`config.mk`:
```
export PLATFORM = sky130hd
export DESIGN_NAME = bp_cce_cfg_link_arbiter
export DESIGN_NICKNAME = d
export VERILOG_FILES = /design/src/rtl/bp_cce_pkg.sv /design/src/rtl/bp_cce_cfg_tag_fifo.sv /design/src/rtl/bp_cce_cfg_link_arbiter.sv
export SDC_FILE = /design/constraint.sdc
export NUM_CORES = 1
export LEC_CHECK = 0
export ABC_AREA = 1
export BUFFER_PORTS_ARGS = -buffer_cell sky130_fd_sc_hd__buf_2
export CAP_MARGIN = 20
export CORE_ASPECT_RATIO = 0.6
export CORE_MARGIN = 4
export CORE_UTILIZATION = 32
export CTS_BUF_LIST = sky130_fd_sc_hd__clkbuf_4 sky130_fd_sc_hd__clkbuf_8
export DETAILED_ROUTE_END_ITERATION = 7
export PLACE_DENSITY = 0.8
export SLEW_MARGIN = 40
export SYNTH_ARGS = -nofsm -noshare
export SYNTH_HDL_FRONTEND = slang
export SYNTH_SLANG_ARGS = --single-unit
```
`constraint.sdc`:
```
create_clock -name clk_i -period 2.2 [get_ports clk_i]
set_clock_uncertainty 0.05 [all_clocks]
set_input_delay 0.33 -clock clk_i [delete_from_list [all_inputs] [get_ports clk_i]]
set_output_delay 0.33 -clock clk_i [all_outputs]
set_load 0.02 [all_outputs]
```
`src/rtl/bp_cce_pkg.sv`:
```
// Shared types and sizing helpers for the CCE config link arbiter.
`ifndef BP_CCE_PKG_SV
`define BP_CCE_PKG_SV

// Declares the per-requester config request struct at the caller's widths.
`define BP_CCE_DECLARE_CFG_REQ_S(addr_w, data_w) \
  typedef struct packed { \
    logic              w; \
    logic [addr_w-1:0] addr; \
    logic [data_w-1:0] data; \
  } bp_cce_cfg_req_s

package bp_cce_pkg;

  // Requester id width; a single bit even for one or two requesters.
  function automatic int bp_cce_req_id_width(input int n);
    return (n <= 2) ? 1 : $clog2(n);
  endfunction

  // Pointer width for a FIFO of the given depth, at least one bit.
  function automatic int bp_cce_ptr_width(input int depth);
    return (depth <= 2) ? 1 : $clog2(depth);
  endfunction

endpackage

`endif

```
`src/rtl/bp_cce_cfg_tag_fifo.sv`:
```
// In-order tag FIFO remembering which requester issued each outstanding read.
module bp_cce_cfg_tag_fifo
  import bp_cce_pkg::*;
#(
  parameter int els_p   = 4,
  parameter int width_p = 1
) (
  input  logic               clk_i,
  input  logic               reset_n_i,
  input  logic               push_v_i,
  input  logic [width_p-1:0] push_data_i,
  input  logic               pop_i,
  output logic [width_p-1:0] head_o,
  output logic               full_o,
  output logic               empty_o
);

  localparam int ptr_w_lp = bp_cce_ptr_width(els_p);
  localparam int cnt_w_lp = $clog2(els_p + 1);

  typedef logic [ptr_w_lp-1:0] ptr_t;
  typedef logic [cnt_w_lp-1:0] cnt_t;

  logic [els_p-1:0][width_p-1:0] mem_q, mem_d;
  ptr_t wptr_q, wptr_d, rptr_q, rptr_d;
  cnt_t cnt_q, cnt_d;
  logic push_ok, pop_ok;

  assign full_o  = (cnt_q == cnt_t'(els_p));
  assign empty_o = (cnt_q == '0);
  assign head_o  = mem_q[rptr_q];
  assign push_ok = push_v_i & ~full_o;
  assign pop_ok  = pop_i & ~empty_o;

  // Next-state: write at wptr, read at rptr, both wrap at els_p-1.
  always_comb begin
    mem_d  = mem_q;
    wptr_d = wptr_q;
    rptr_d = rptr_q;
    cnt_d  = cnt_q;
    if (push_ok) begin
      mem_d[wptr_q] = push_data_i;
      wptr_d = (wptr_q == ptr_t'(els_p - 1)) ? '0 : wptr_q + ptr_t'(1);
    end
    if (pop_ok) begin
      rptr_d = (rptr_q == ptr_t'(els_p - 1)) ? '0 : rptr_q + ptr_t'(1);
    end
    if (push_ok && !pop_ok)      cnt_d = cnt_q + cnt_t'(1);
    else if (!push_ok && pop_ok) cnt_d = cnt_q - cnt_t'(1);
  end

  // State registers; reset drops every outstanding tag.
  always_ff @(posedge clk_i or negedge reset_n_i) begin
    if (!reset_n_i) begin
      mem_q  <= '0;
      wptr_q <= '0;
      rptr_q <= '0;
      cnt_q  <= '0;
    end else begin
      mem_q  <= mem_d;
      wptr_q <= wptr_d;
      rptr_q <= rptr_d;
      cnt_q  <= cnt_d;
    end
  end

endmodule

```
`src/rtl/bp_cce_cfg_link_arbiter.sv`:
```
// Round-robin arbiter sharing one CCE config link among several requesters,
// holding the grant across link stalls and steering read data back by tag.
module bp_cce_cfg_link_arbiter
  import bp_cce_pkg::*;
#(
  parameter int num_req_p             = 2,
  parameter int cfg_link_addr_width_p = 16,
  parameter int cfg_link_data_width_p = 32,
  parameter int max_reads_p           = 4
) (
  input  logic                                              clk_i,
  input  logic                                              reset_n_i,
  input  logic [num_req_p*(cfg_link_addr_width_p-1)-1:0]    req_addr_i,
  input  logic [num_req_p*cfg_link_data_width_p-1:0]        req_data_i,
  input  logic [num_req_p-1:0]                              req_v_i,
  input  logic [num_req_p-1:0]                              req_w_i,
  output logic [num_req_p-1:0]                              req_ready_o,
  output logic [cfg_link_data_width_p-1:0]                  resp_data_o,
  output logic [num_req_p-1:0]                              resp_v_o,
  input  logic [num_req_p-1:0]                              resp_ready_i,
  output logic [cfg_link_addr_width_p-2:0]                  config_addr_o,
  output logic [cfg_link_data_width_p-1:0]                  config_data_o,
  output logic                                              config_v_o,
  output logic                                              config_w_o,
  input  logic                                              config_ready_i,
  input  logic [cfg_link_data_width_p-1:0]                  config_data_i,
  input  logic                                              config_v_i,
  output logic                                              config_ready_o
);

  localparam int addr_w_lp       = cfg_link_addr_width_p - 1;
  localparam int req_id_width_lp = bp_cce_req_id_width(num_req_p);

  `BP_CCE_DECLARE_CFG_REQ_S(addr_w_lp, cfg_link_data_width_p);
  typedef logic [req_id_width_lp-1:0] req_id_t;

  bp_cce_cfg_req_s [num_req_p-1:0] req_li;
  bp_cce_cfg_req_s                 sel;
  logic [num_req_p-1:0] elig;
  logic    fifo_full, fifo_empty, push, pop, head_ready;
  req_id_t head_id;
  req_id_t rr_ptr_q, rr_ptr_d, lock_id_q, lock_id_d;
  logic    lock_q, lock_d;
  req_id_t rr_gnt, gnt_id;
  logic    rr_found, lock_v, gnt_v, link_v, hs, stall;

  // Per-requester unpacking; reads wait while every tag slot is in use.
  for (genvar i = 0; i < num_req_p; i++) begin : g_lane
    assign req_li[i] = '{w:    req_w_i[i],
                         addr: req_addr_i[i*addr_w_lp +: addr_w_lp],
                         data: req_data_i[i*cfg_link_data_width_p +: cfg_link_data_width_p]};
    assign elig[i] = req_v_i[i] & (req_w_i[i] | ~fifo_full);
  end

  // Round-robin search: first eligible at or above rr_ptr, else first from 0.
  always_comb begin
    rr_gnt   = '0;
    rr_found = 1'b0;
    for (int i = 0; i < num_req_p; i++) begin
      if (!rr_found && elig[i] && (i >= int'(rr_ptr_q))) begin
        rr_found = 1'b1;
        rr_gnt   = req_id_t'(i);
      end
    end
    for (int i = 0; i < num_req_p; i++) begin
      if (!rr_found && elig[i]) begin
        rr_found = 1'b1;
        rr_gnt   = req_id_t'(i);
      end
    end
  end

  // Grant selection and link mux; a stalled grantee keeps the link.
  always_comb begin
    lock_v = 1'b0;
    for (int i = 0; i < num_req_p; i++) begin
      if (lock_id_q == req_id_t'(i)) lock_v = req_v_i[i];
    end
    gnt_id = lock_q ? lock_id_q : rr_gnt;
    gnt_v  = lock_q ? lock_v : rr_found;
    link_v = gnt_v & reset_n_i;
    sel    = '0;
    req_ready_o = '0;
    for (int i = 0; i < num_req_p; i++) begin
      if (link_v && (gnt_id == req_id_t'(i))) begin
        sel            = req_li[i];
        req_ready_o[i] = config_ready_i;
      end
    end
  end

  assign config_v_o    = link_v;
  assign config_w_o    = sel.w;
  assign config_addr_o = sel.addr;
  assign config_data_o = sel.data;
  assign hs            = link_v & config_ready_i;
  assign stall         = link_v & ~config_ready_i;
  assign push          = hs & ~sel.w;

  // Pointer advance on handshake, lock capture on stall.
  always_comb begin
    rr_ptr_d  = rr_ptr_q;
    lock_d    = lock_q;
    lock_id_d = lock_id_q;
    if (hs) begin
      rr_ptr_d = (gnt_id == req_id_t'(num_req_p - 1)) ? '0 : gnt_id + req_id_t'(1);
      lock_d   = 1'b0;
    end else if (stall) begin
      lock_d    = 1'b1;
      lock_id_d = gnt_id;
    end
  end

  // Arbitration state registers.
  always_ff @(posedge clk_i or negedge reset_n_i) begin
    if (!reset_n_i) begin
      rr_ptr_q  <= '0;
      lock_q    <= 1'b0;
      lock_id_q <= '0;
    end else begin
      rr_ptr_q  <= rr_ptr_d;
      lock_q    <= lock_d;
      lock_id_q <= lock_id_d;
    end
  end

  bp_cce_cfg_tag_fifo #(
    .els_p   (max_reads_p),
    .width_p (req_id_width_lp)
  ) tag_fifo (
    .clk_i       (clk_i),
    .reset_n_i   (reset_n_i),
    .push_v_i    (push),
    .push_data_i (gnt_id),
    .pop_i       (pop),
    .head_o      (head_id),
    .full_o      (fifo_full),
    .empty_o     (fifo_empty)
  );

  // Route link read data to the oldest outstanding reader.
  always_comb begin
    resp_v_o   = '0;
    head_ready = 1'b0;
    for (int i = 0; i < num_req_p; i++) begin
      if (head_id == req_id_t'(i)) begin
        head_ready  = resp_ready_i[i];
        resp_v_o[i] = config_v_i & ~fifo_empty;
      end
    end
  end

  assign resp_data_o    = reset_n_i ? config_data_i : '0;
  assign config_ready_o = ~fifo_empty & head_ready;
  assign pop            = config_v_i & config_ready_o;

`ifndef SYNTHESIS
  a_lock_held: assert property (@(posedge clk_i) disable iff (!reset_n_i)
    lock_q |-> lock_v)
    else $error("locked requester dropped its request");
  a_resp_tagged: assert property (@(posedge clk_i) disable iff (!reset_n_i)
    config_v_i |-> !fifo_empty)
    else $error("link read data with no outstanding read");
`endif

endmodule
```
---- Yosys cells after proc, flatten, opt, wreduce, memory -nomap -nowiden ----
Index checks and enable logic that the tools add are counted.
storage, ports and cells
  register bits ........................... 14
  logic and storage cells ................. 89
operators by class
  magnitude comparators ................... 4
  bitwise operators ....................... 19
  add/subtract/negate cells ............... 5
  equality and inequality tests ........... 3
  muxes and demuxes ....................... 30
  reduce and logical (&&, ||, !) cells .... 18
operator list
  kind                 count
  $mux 48              2
  $mux 32              1
  $mux 1               20
  $and 1x1->1          11
  $logic_and 1x1->1    9
  $lt 2x3->1 const B   2
  $mux 3               2
  $not 1->1            6
  $logic_not 1->1      5
  $add 2x1->2 const B  2
  $bwmux 4             1
  $eq 2x2->1 const B   2
  $mux 2               2
  $reduce_bool 2->1    2
  $add 3x1->3 const B  1
  $eq 3x3->1 const B   1
  $logic_not 3->1      1
  $sub 3x1->3 const B  1
  $bmux 1 s2           1
  $demux 1 s2          1
  $ge 2x1->1 const B   1
  $or 1x1->1           2
  $reduce_and 2->1     1
  $add 1x1->1 const B  1
  $ge 1x1->1 const A   1

---- Logic depth before layout (Yosys ltp) ----
Gate-level depths: netlist (run 1).
  depth after elaboration ................. 27
  depth in mapped cells ................... 15
  gate-level depth less buffers ........... 15

---- Hierarchy ----
Synthesis (run 1) repeated with hierarchy kept, for this count alone.
second synthesis, totals
  cell total of the unflattened synthesis .. 354
  area, all modules ....................... 1,963.1 sq um
by module, submodules not included
  module                   area each (sq um)  cells each  times used
  bp_cce_cfg_link_arbiter  1,282.5            276         1
  bp_cce_cfg_tag_fifo      680.7              78          1

---- Worst setup path before layout (run 1) ----
No wires, ideal clock.
  path kind ............................... flip-flop to flip-flop
  start ................................... reg tag_fifo.rptr_q[0]
  end ..................................... reg tag_fifo.cnt_q[1]
  cell stages (with the launch flop) ...... 13
  setup time .............................. 0.125 ns
  data arrival time ....................... 2.547 ns
  required time ........................... 2.025 ns
  clock period less this slack ............ 2.722 ns
  slack ................................... -0.522 ns
  cell sequence ........................... dfrtp_1 -> inv_1 -> nand2_1 -> nand3_1 -> nand2_1 -> inv_1 -> nor2_1 -> nor3b_1 -> nand2_1 -> ha_1 -> inv_1 -> fa_1 -> mux2_2
on the way
  cells in the longest elaborated chain, start to end .. 9
  elaborated cells on any way between the ends .. 11
RTL lines
  what                          line                            source
  start: declaration            bp_cce_cfg_tag_fifo.sv:25       ptr_t wptr_q, wptr_d, rptr_q, rptr_d;
  start signal: assignment      bp_cce_cfg_tag_fifo.sv:62       rptr_q <= rptr_d;
  $bmux 1 s2                    bp_cce_cfg_tag_fifo.sv:31       assign head_o = mem_q[rptr_q];
  $mux 1 (not written as such)  bp_cce_cfg_tag_fifo.sv:31
  $mux 1                        bp_cce_cfg_link_arbiter.sv:146  if (head_id == req_id_t'(i)) begin
  $and 1x1->1                   bp_cce_cfg_link_arbiter.sv:154  assign config_ready_o = ~fifo_empty & head_ready;
  named net config_ready_o      bp_cce_cfg_link_arbiter.sv:28   output logic config_ready_o
  $and 1x1->1                   bp_cce_cfg_link_arbiter.sv:155  assign pop = config_v_i & config_ready_o;
  $and 1x1->1                   bp_cce_cfg_tag_fifo.sv:33       assign pop_ok = pop_i & ~empty_o;
  $logic_not 1->1               bp_cce_cfg_tag_fifo.sv:48       if (push_ok && !pop_ok) cnt_d = cnt_q + cnt_t'(1);
  $logic_and 1x1->1             bp_cce_cfg_tag_fifo.sv:48
  $mux 3                        bp_cce_cfg_tag_fifo.sv:48
  named net tag_fifo.cnt_d[1]   bp_cce_cfg_tag_fifo.sv:26       cnt_t cnt_q, cnt_d;
  end signal: assignment        bp_cce_cfg_tag_fifo.sv:63       cnt_q <= cnt_d;
  end: declaration              bp_cce_cfg_tag_fifo.sv:26
The timed path passes the listed nets, and every way through them passes these cells. The select of a mux whose other input is x is not followed.
A chain may end at the register's enable or synchronous reset.

---- Worst setup path in the final report (run 1) ----
  start ................................... reg tag_fifo.cnt_q[2]
  end ..................................... reg tag_fifo.cnt_q[1]
on the way
  elaborated cells on any way between the ends .. 43
RTL lines
  what                         line                                                      source
  $eq 3x3->1 (*)               bp_cce_cfg_tag_fifo.sv:29                                 assign full_o = (cnt_q == cnt_t'(els_p));
  $not 1->1 (*)                bp_cce_cfg_tag_fifo.sv:32, bp_cce_cfg_link_arbiter.sv:52
  $or 1x1->1                   bp_cce_cfg_link_arbiter.sv:52                             assign elig[i] = req_v_i[i] & (req_w_i[i] | ~fifo_full);
  $and 1x1->1                  bp_cce_cfg_link_arbiter.sv:52
  $logic_and 1x1->1            bp_cce_cfg_link_arbiter.sv:60                             if (!rr_found && elig[i] && (i >= int'(rr_ptr_q))) begin
  $mux 1                       bp_cce_cfg_link_arbiter.sv:60
  $logic_not 1->1              bp_cce_cfg_link_arbiter.sv:60
  $logic_and 1x1->1            bp_cce_cfg_link_arbiter.sv:60
  (+10 left out)               --
  $mux 48 (2 in a row)         bp_cce_cfg_link_arbiter.sv:85                             if (link_v && (gnt_id == req_id_t'(i))) begin
  $not 1->1                    bp_cce_cfg_link_arbiter.sv:98                             assign push = hs & ~sel.w;
  $and 1x1->1                  bp_cce_cfg_link_arbiter.sv:98
  $and 1x1->1 (*)              bp_cce_cfg_tag_fifo.sv:32                                 assign push_ok = push_v_i & ~full_o;
  named net tag_fifo.push_ok   bp_cce_cfg_tag_fifo.sv:27                                 logic push_ok, pop_ok;
  $logic_and 1x1->1 (*)        bp_cce_cfg_tag_fifo.sv:48
  $mux 3 (*)                   bp_cce_cfg_tag_fifo.sv:48
  named net tag_fifo.cnt_d[1]  bp_cce_cfg_tag_fifo.sv:26
The timed path passes the listed nets; every way through them passes the cells marked *.

==> reports/qor.csv, run 1 <==
metric,value,unit
synth_cell_types,29,
r2r-start,tag_fifo.cnt_q[2],
antenna_found_initial,0,
syn_nets,492,
wire_per_inst,15.1,um
powerDensity,1110,mW/mm^2
first_pass_iters,4,
place_area,0.00328,mm^2
reg2reg_to,tag_fifo.cnt_q[1],
crit_chain,nand3_2 > nand3_2 > buf_4 > a21boi_4 > nand3_4 > nand3_4 > inv_4 > ha_4 > inv_4 > fa_2 > mux2_4,
overflow,0,
drtIter0Drc,209,
met2_usage,0.420,
dp_slack,-0.186,ns
vias,3287,
drt-total-wl,10200,um
worstPathBufferInverterCount,3,
place.gp.congestion,0.863,
drive_gt1_frac,0.529,
seq_area_frac_synth,0.180,
fin_area,0.00395,mm^2
synthesis.area,0.00195,mm^2
hold_buffers,0,
synth_flop_cell,dfrtp_1,
crit_type,reg2reg,
cts_buffers,3,
reg2reg_setup_slack,-0.14,ns
globalRouteMet3Util,0.0443,
fmax,428,MHz
via_per_inst,4.89,
cpPeakStageDelay,0.43,ns
io_pins,222,
grt_pass1_wl,13800,um
violations,negative setup slack,
cts_tree,yes,
rsz0062_at_grt,yes,
synth_area_leaders,"nand3_1, nand2_1, dfrtp_1",
required,2.29,ns
crit_slowest_cell,fa_2,
clk_path_buf_depth,2,
synth_top_area_share,0.254,
crit_family,adder cells,
row_count,21,
initial_core_util,0.340,
synth_top_cell_by_area,nand3_1,
setup_viol,49,
remaining_drc_errors,0,
async_flop_share,1.00,
avgSynthCellArea,5.58,um^2
area_growth,103,%
finalHoldViolations,0,
rr_worst_depth,11,
clockRootBuffer,clkbuf_8,
critPathMaxFanout,3,
io_buffers,221,
grt.total_usage,0.234,
die_h,68.4,um
ir_drop,0.498,mV
power,4390,uW
setup_ws,-0.137,ns
hp-class,in2async,
cts.htree.levels,1,
cts_sinks,14,
grt_max_degree,50,
grt_pass1_vias,2918,
ant_nets,0,
slew_headroom,0.677,
core,0.00573,mm^2
fin_nets,737,
status,"finished, violations left",
hpwl,6860,um
die_w,109,um
crit_arrival,2.42,ns
clock_latency,0.25,ns
synth_edf_count,0,
report.final.slew_viol_count,0,
drv_cap,0,
diodes,0,
synthCells,349,
fin_util,0.689,
worst_pin_slew,0.484,ns
grt_busiest_layer,met2,
ys_seq_elements,14,
period_needed,2.34,ns
crit_path_end_kind,register,
leakagePower,0.00250,uW
worstSetupStartpointType,register,
path_clk_slew,0.06,ns
min_period_over_period,1.06,
dieArea,0.00744,mm^2
global_route.usage.met1,0.285,
synth_warnings,0,
metrics by stage:
| step | TNS (ns) | instances | hold slack (ns) |
|---|---|---|---|
| after floorplan | -0.337 | 349 | -0.0156 |
| after global placement | -0.0359 | 653 | 0.382 |
| after detailed placement | -0.283 | 653 | 0.391 |
| after CTS | -2.80 | 669 | 0.124 |
| after global routing | -7.03 | 672 | 0.164 |
| final | -2.85 | 672 | 0.112 |
cell usage in the layout (no fill, tap or decap), drive strengths merged, types with 2 or more instances in the layout:
cell    netlist  layout
nor2         16      16
a21boi        2       2
a21oi         5       5
o21ai         5       5
ha            6       6
nand2       113     113
nand3       104     104
clkbuf        7       4
dfrtp        14      14
nand4         4       4
inv          51      51
buf          17     262
power breakdown:
group / leakage (uW) / total, uW / internal (uW) / switching, uW
combinational: 0.00231 / 3680 / 1670 / 2020
sequential: 0.000170 / 489 / 385 / 104
clock: 0.0000216 / 217 / 121 / 96.0
total: 0.00250 / 4390 / 2170 / 2220
kinds of logic after synthesis:
kind of cell / share of synthesized area
xor gates and xnor gates: 0.00899
adders and majority gates: 0.0488
buffers and inverters: 0.161
AOI/OAI and AO/OA: 0.0353
DFF: 0.180
and+or+nand+nor: 0.561
muxes: 0.00578
cell type report:
type / count / area, um^2
Timing Repair Buffer: 264 / 1810
Multi-Input combinational cell: 260 / 1440
Clock buffer: 3 / 41.3
Inverter: 51 / 199
Fill cell: 475 / 1780
Sequential cell: 14 / 350
Tap cell: 80 / 100
cell usage after synthesis (3+ instances only):
master,number
nand4_1,4
ha_1,6
buf_2,9
clkbuf_1,6
nand2_1,111
dfrtp_1,14
buf_1,4
nor2_1,13
o21ai_0,3
buf_4,3
nand3_2,4
inv_1,49
nand3_1,99
a21oi_1,5
layer usage:
layer / share of wire / vias up
met2: 0.52 / 145
met5: 0 / -
met3: 0.062 / 27
met1: 0.39 / 1516
met4: 0.026 / 0
li1: - / 1599
registers in the layout, indices dropped and copies added, names as in the netlist:
name             flops
tag_fifo.cnt_q       3
rr_ptr_q             1
tag_fifo.rptr_q      2
tag_fifo.wptr_q      2
lock_q               1
lock_id_q            1
tag_fifo.mem_q       4
how the worst max path moves through the flow:
stage | start | to | slack, ns | cells past startpoint
detailed placement | tag_fifo.cnt_q[0] | tag_fifo.cnt_q[2] | -0.19 | 15
global placement | tag_fifo.cnt_q[0] | tag_fifo.cnt_q[2] | -0.03 | 15
floorplan | tag_fifo.rptr_q[0] | tag_fifo.cnt_q[1] | -0.18 | 12
global route | tag_fifo.cnt_q[0] | tag_fifo.cnt_q[2] | -0.20 | 15
CTS | tag_fifo.cnt_q[1] | tag_fifo.cnt_q[1] | -0.09 | 12
finish | tag_fifo.cnt_q[2] | tag_fifo.cnt_q[1] | -0.14 | 11
what timing repair did:
action,in CTS,in global routing
resized for setup,63,48
setup endpoints to repair,51,52
buffers inserted,9,1
pin swaps,14,3
gates cloned,4,2
Power figures use the tool's default switching activity.
==> run 2: changes to the inputs <==
==> constraint.sdc (replaced) <==
create_clock -name clk_i -period 2.2 [get_ports clk_i]
set_clock_uncertainty 0.05 [all_clocks]
set_input_delay 0.55 -clock clk_i [delete_from_list [all_inputs] [get_ports clk_i]]
set_output_delay 0.55 -clock clk_i [all_outputs]
set_load 0.02 [all_outputs]
==> run 2 against run 1 <==
Compared with the run above: the flow still finishes with violations (negative setup slack); clock power rose by 20%; die area did not move; cell area rose by 9.5%; critical path depth did not move; first-iteration DRC count rose by 2.4%; highest routed layer unchanged.
==> reports/qor.csv, run 2 (same netlist as run 1, synthesis figures left out) <==
metric,value,unit
period_needed,2.50,ns
min_period_over_period,1.13,
instances_no_fill,679,
leakagePower,0.00258,uW
area_growth,122,%
power,4740,uW
fin_nets,743,
cpPeakStageDelay,0.41,ns
reg_top3,"tag_fifo.mem_q: 4 flops, tag_fifo.cnt_q: 3 flops",
violations,negative setup slack,
overflow,0,
clockRootBuffer,clkbuf_8,
clk_path_buf_depth,2,
largest-register,tag_fifo.mem_q,
cts_buffers,3,
place_area,0.00339,mm^2
crit_type,reg2out,
grt_max_degree,47,
place.gp.congestion,0.836,
fin_util,0.754,
final_cell_mix,"buf_2, nand2_1, nand3_1",
crit_path_end_kind,output pin,
first_pass_iters,5,
setup_ws,-0.296,ns
grt_pass1_vias,2836,
row_count,21,
report.final.slew_viol_count,0,
fin_area,0.00432,mm^2
cts_sinks,14,
diodes,0,
rsz0062_at_grt,yes,
ir_drop,0.546,mV
die_h,68.4,um
status,"finished, violations left",
clock_latency,0.25,ns
drtIter0Drc,214,
drt-total-wl,10100,um
largest_reg_flops,4,
fillCellCount,433,
finalHoldViolations,0,
cts_tree,yes,
vias,3299,
wire_per_inst,14.9,um
worst_pin_slew,0.458,ns
drv_cap,0,
required,1.60,ns
dieArea,0.00744,mm^2
r2r-start,tag_fifo.cnt_q[0],
hpwl,6770,um
worstSetupStartpointType,register,
antenna_found_initial,0,
hold_buffers,0,
io_buffers,221,
crit_slowest_cell,dfrtp_1,
crit_chain,nor2_4 > nand3_2 > nand2_4 > nand3_2 > nand2_1 > inv_2 > buf_12 > buf_12 > nand3_1 > nand2_1 > buf_6,
remaining_drc_errors,0,
core,0.00573,mm^2
slew_headroom,0.695,
fmax,401,MHz
critPathMaxFanout,12,
drive_gt1_frac,0.591,
via_per_inst,4.86,
initial_core_util,0.340,
tns,-12.88,ns
die_w,109,um
ant_nets,0,
layout_commonest_cell,buf_2,
grt.total_usage,0.218,
io_pins,222,
dp_cells,657,
cts.htree.levels,1,
crit_arrival,1.90,ns
grt_pass1_wl,13100,um
worstSetupStartpoint,tag_fifo.cnt_q[0],
hp-class,in2async,
setup_viol,53,
powerDensity,1100,mW/mm^2
path_clk_slew,0.07,ns
## run 2: changes by cell type in the layout (fill, tap and decap cells not counted), moves of 2 or more
cell       delta
nand3_2      +23
buf_2        -15
inv_2         +3
buf_6        +34
nand2_2       +9
buf_8         +2
inv_4         -2
nand3_1      -23
clkbuf_16     +3
nand2_1      -10
buf_16        -2
buf_4        -15
## run 2: layout make-up
cell class              count  area, um^2  area share
clock buffers               4        55.1      0.0127
inverters                  51         194      0.0449
multi-input cells         260        1600       0.370
flip-flops and latches     14         350      0.0811
well taps                  80         100      0.0232
repair buffers            270        2020       0.468
## run 2: through the flow
| stage | hold WS, ns | setup slack [ns] |
|---|---|---|
| global placement | 0.418 | -0.218 |
| floorplan | 0.204 | -0.210 |
| finish | 0.329 | -0.296 |
| CTS | 0.349 | -0.264 |
| global route | 0.369 | -0.400 |
| detailed placement | 0.423 | -0.276 |
## run 2: worst paths after layout
| path | endpoint | slack, ns | depth (start not counted) |
|---|---|---|---|
| max in group asynchronous | rr_ptr_q | 1.45 | 2 |
| max | config_addr_o[7] | -0.30 | 11 |
| max reg2reg | tag_fifo.cnt_q[1] | -0.22 | 13 |
| min reg2reg | tag_fifo.mem_q[0] | 0.44 | 2 |
| min | tag_fifo.mem_q[1] | 0.33 | 2 |
| min in group clk_i | tag_fifo.mem_q[0] | 0.44 | 2 |
## run 2: where the power goes
part | internal (uW) | switching [uW] | total, uW
clock network | 159 | 103 | 261
logic | 1880 | 2110 | 3990
registers | 385 | 109 | 495
total | 2420 | 2320 | 4740
## run 2: per-layer routing
layer,GRT usage,part of all wire
met1,0.264,0.38
met2,0.415,0.53
met3,0.0490,0.079
met4,0.0205,0.017
met5,0,0
## run 2: critical path: cells and delay by family (launching register included)
kind | cells | cell delay [ns]
flops | 1 | 0.41
simple gates | 7 | 0.71
buf+inv | 4 | 0.51
## run 2: repair_timing
action,CTS,global route
resized for setup,110,69
pin swaps,6,28
buffers inserted,6,6
cloned,2,5
endpoints found under the setup margin,53,55
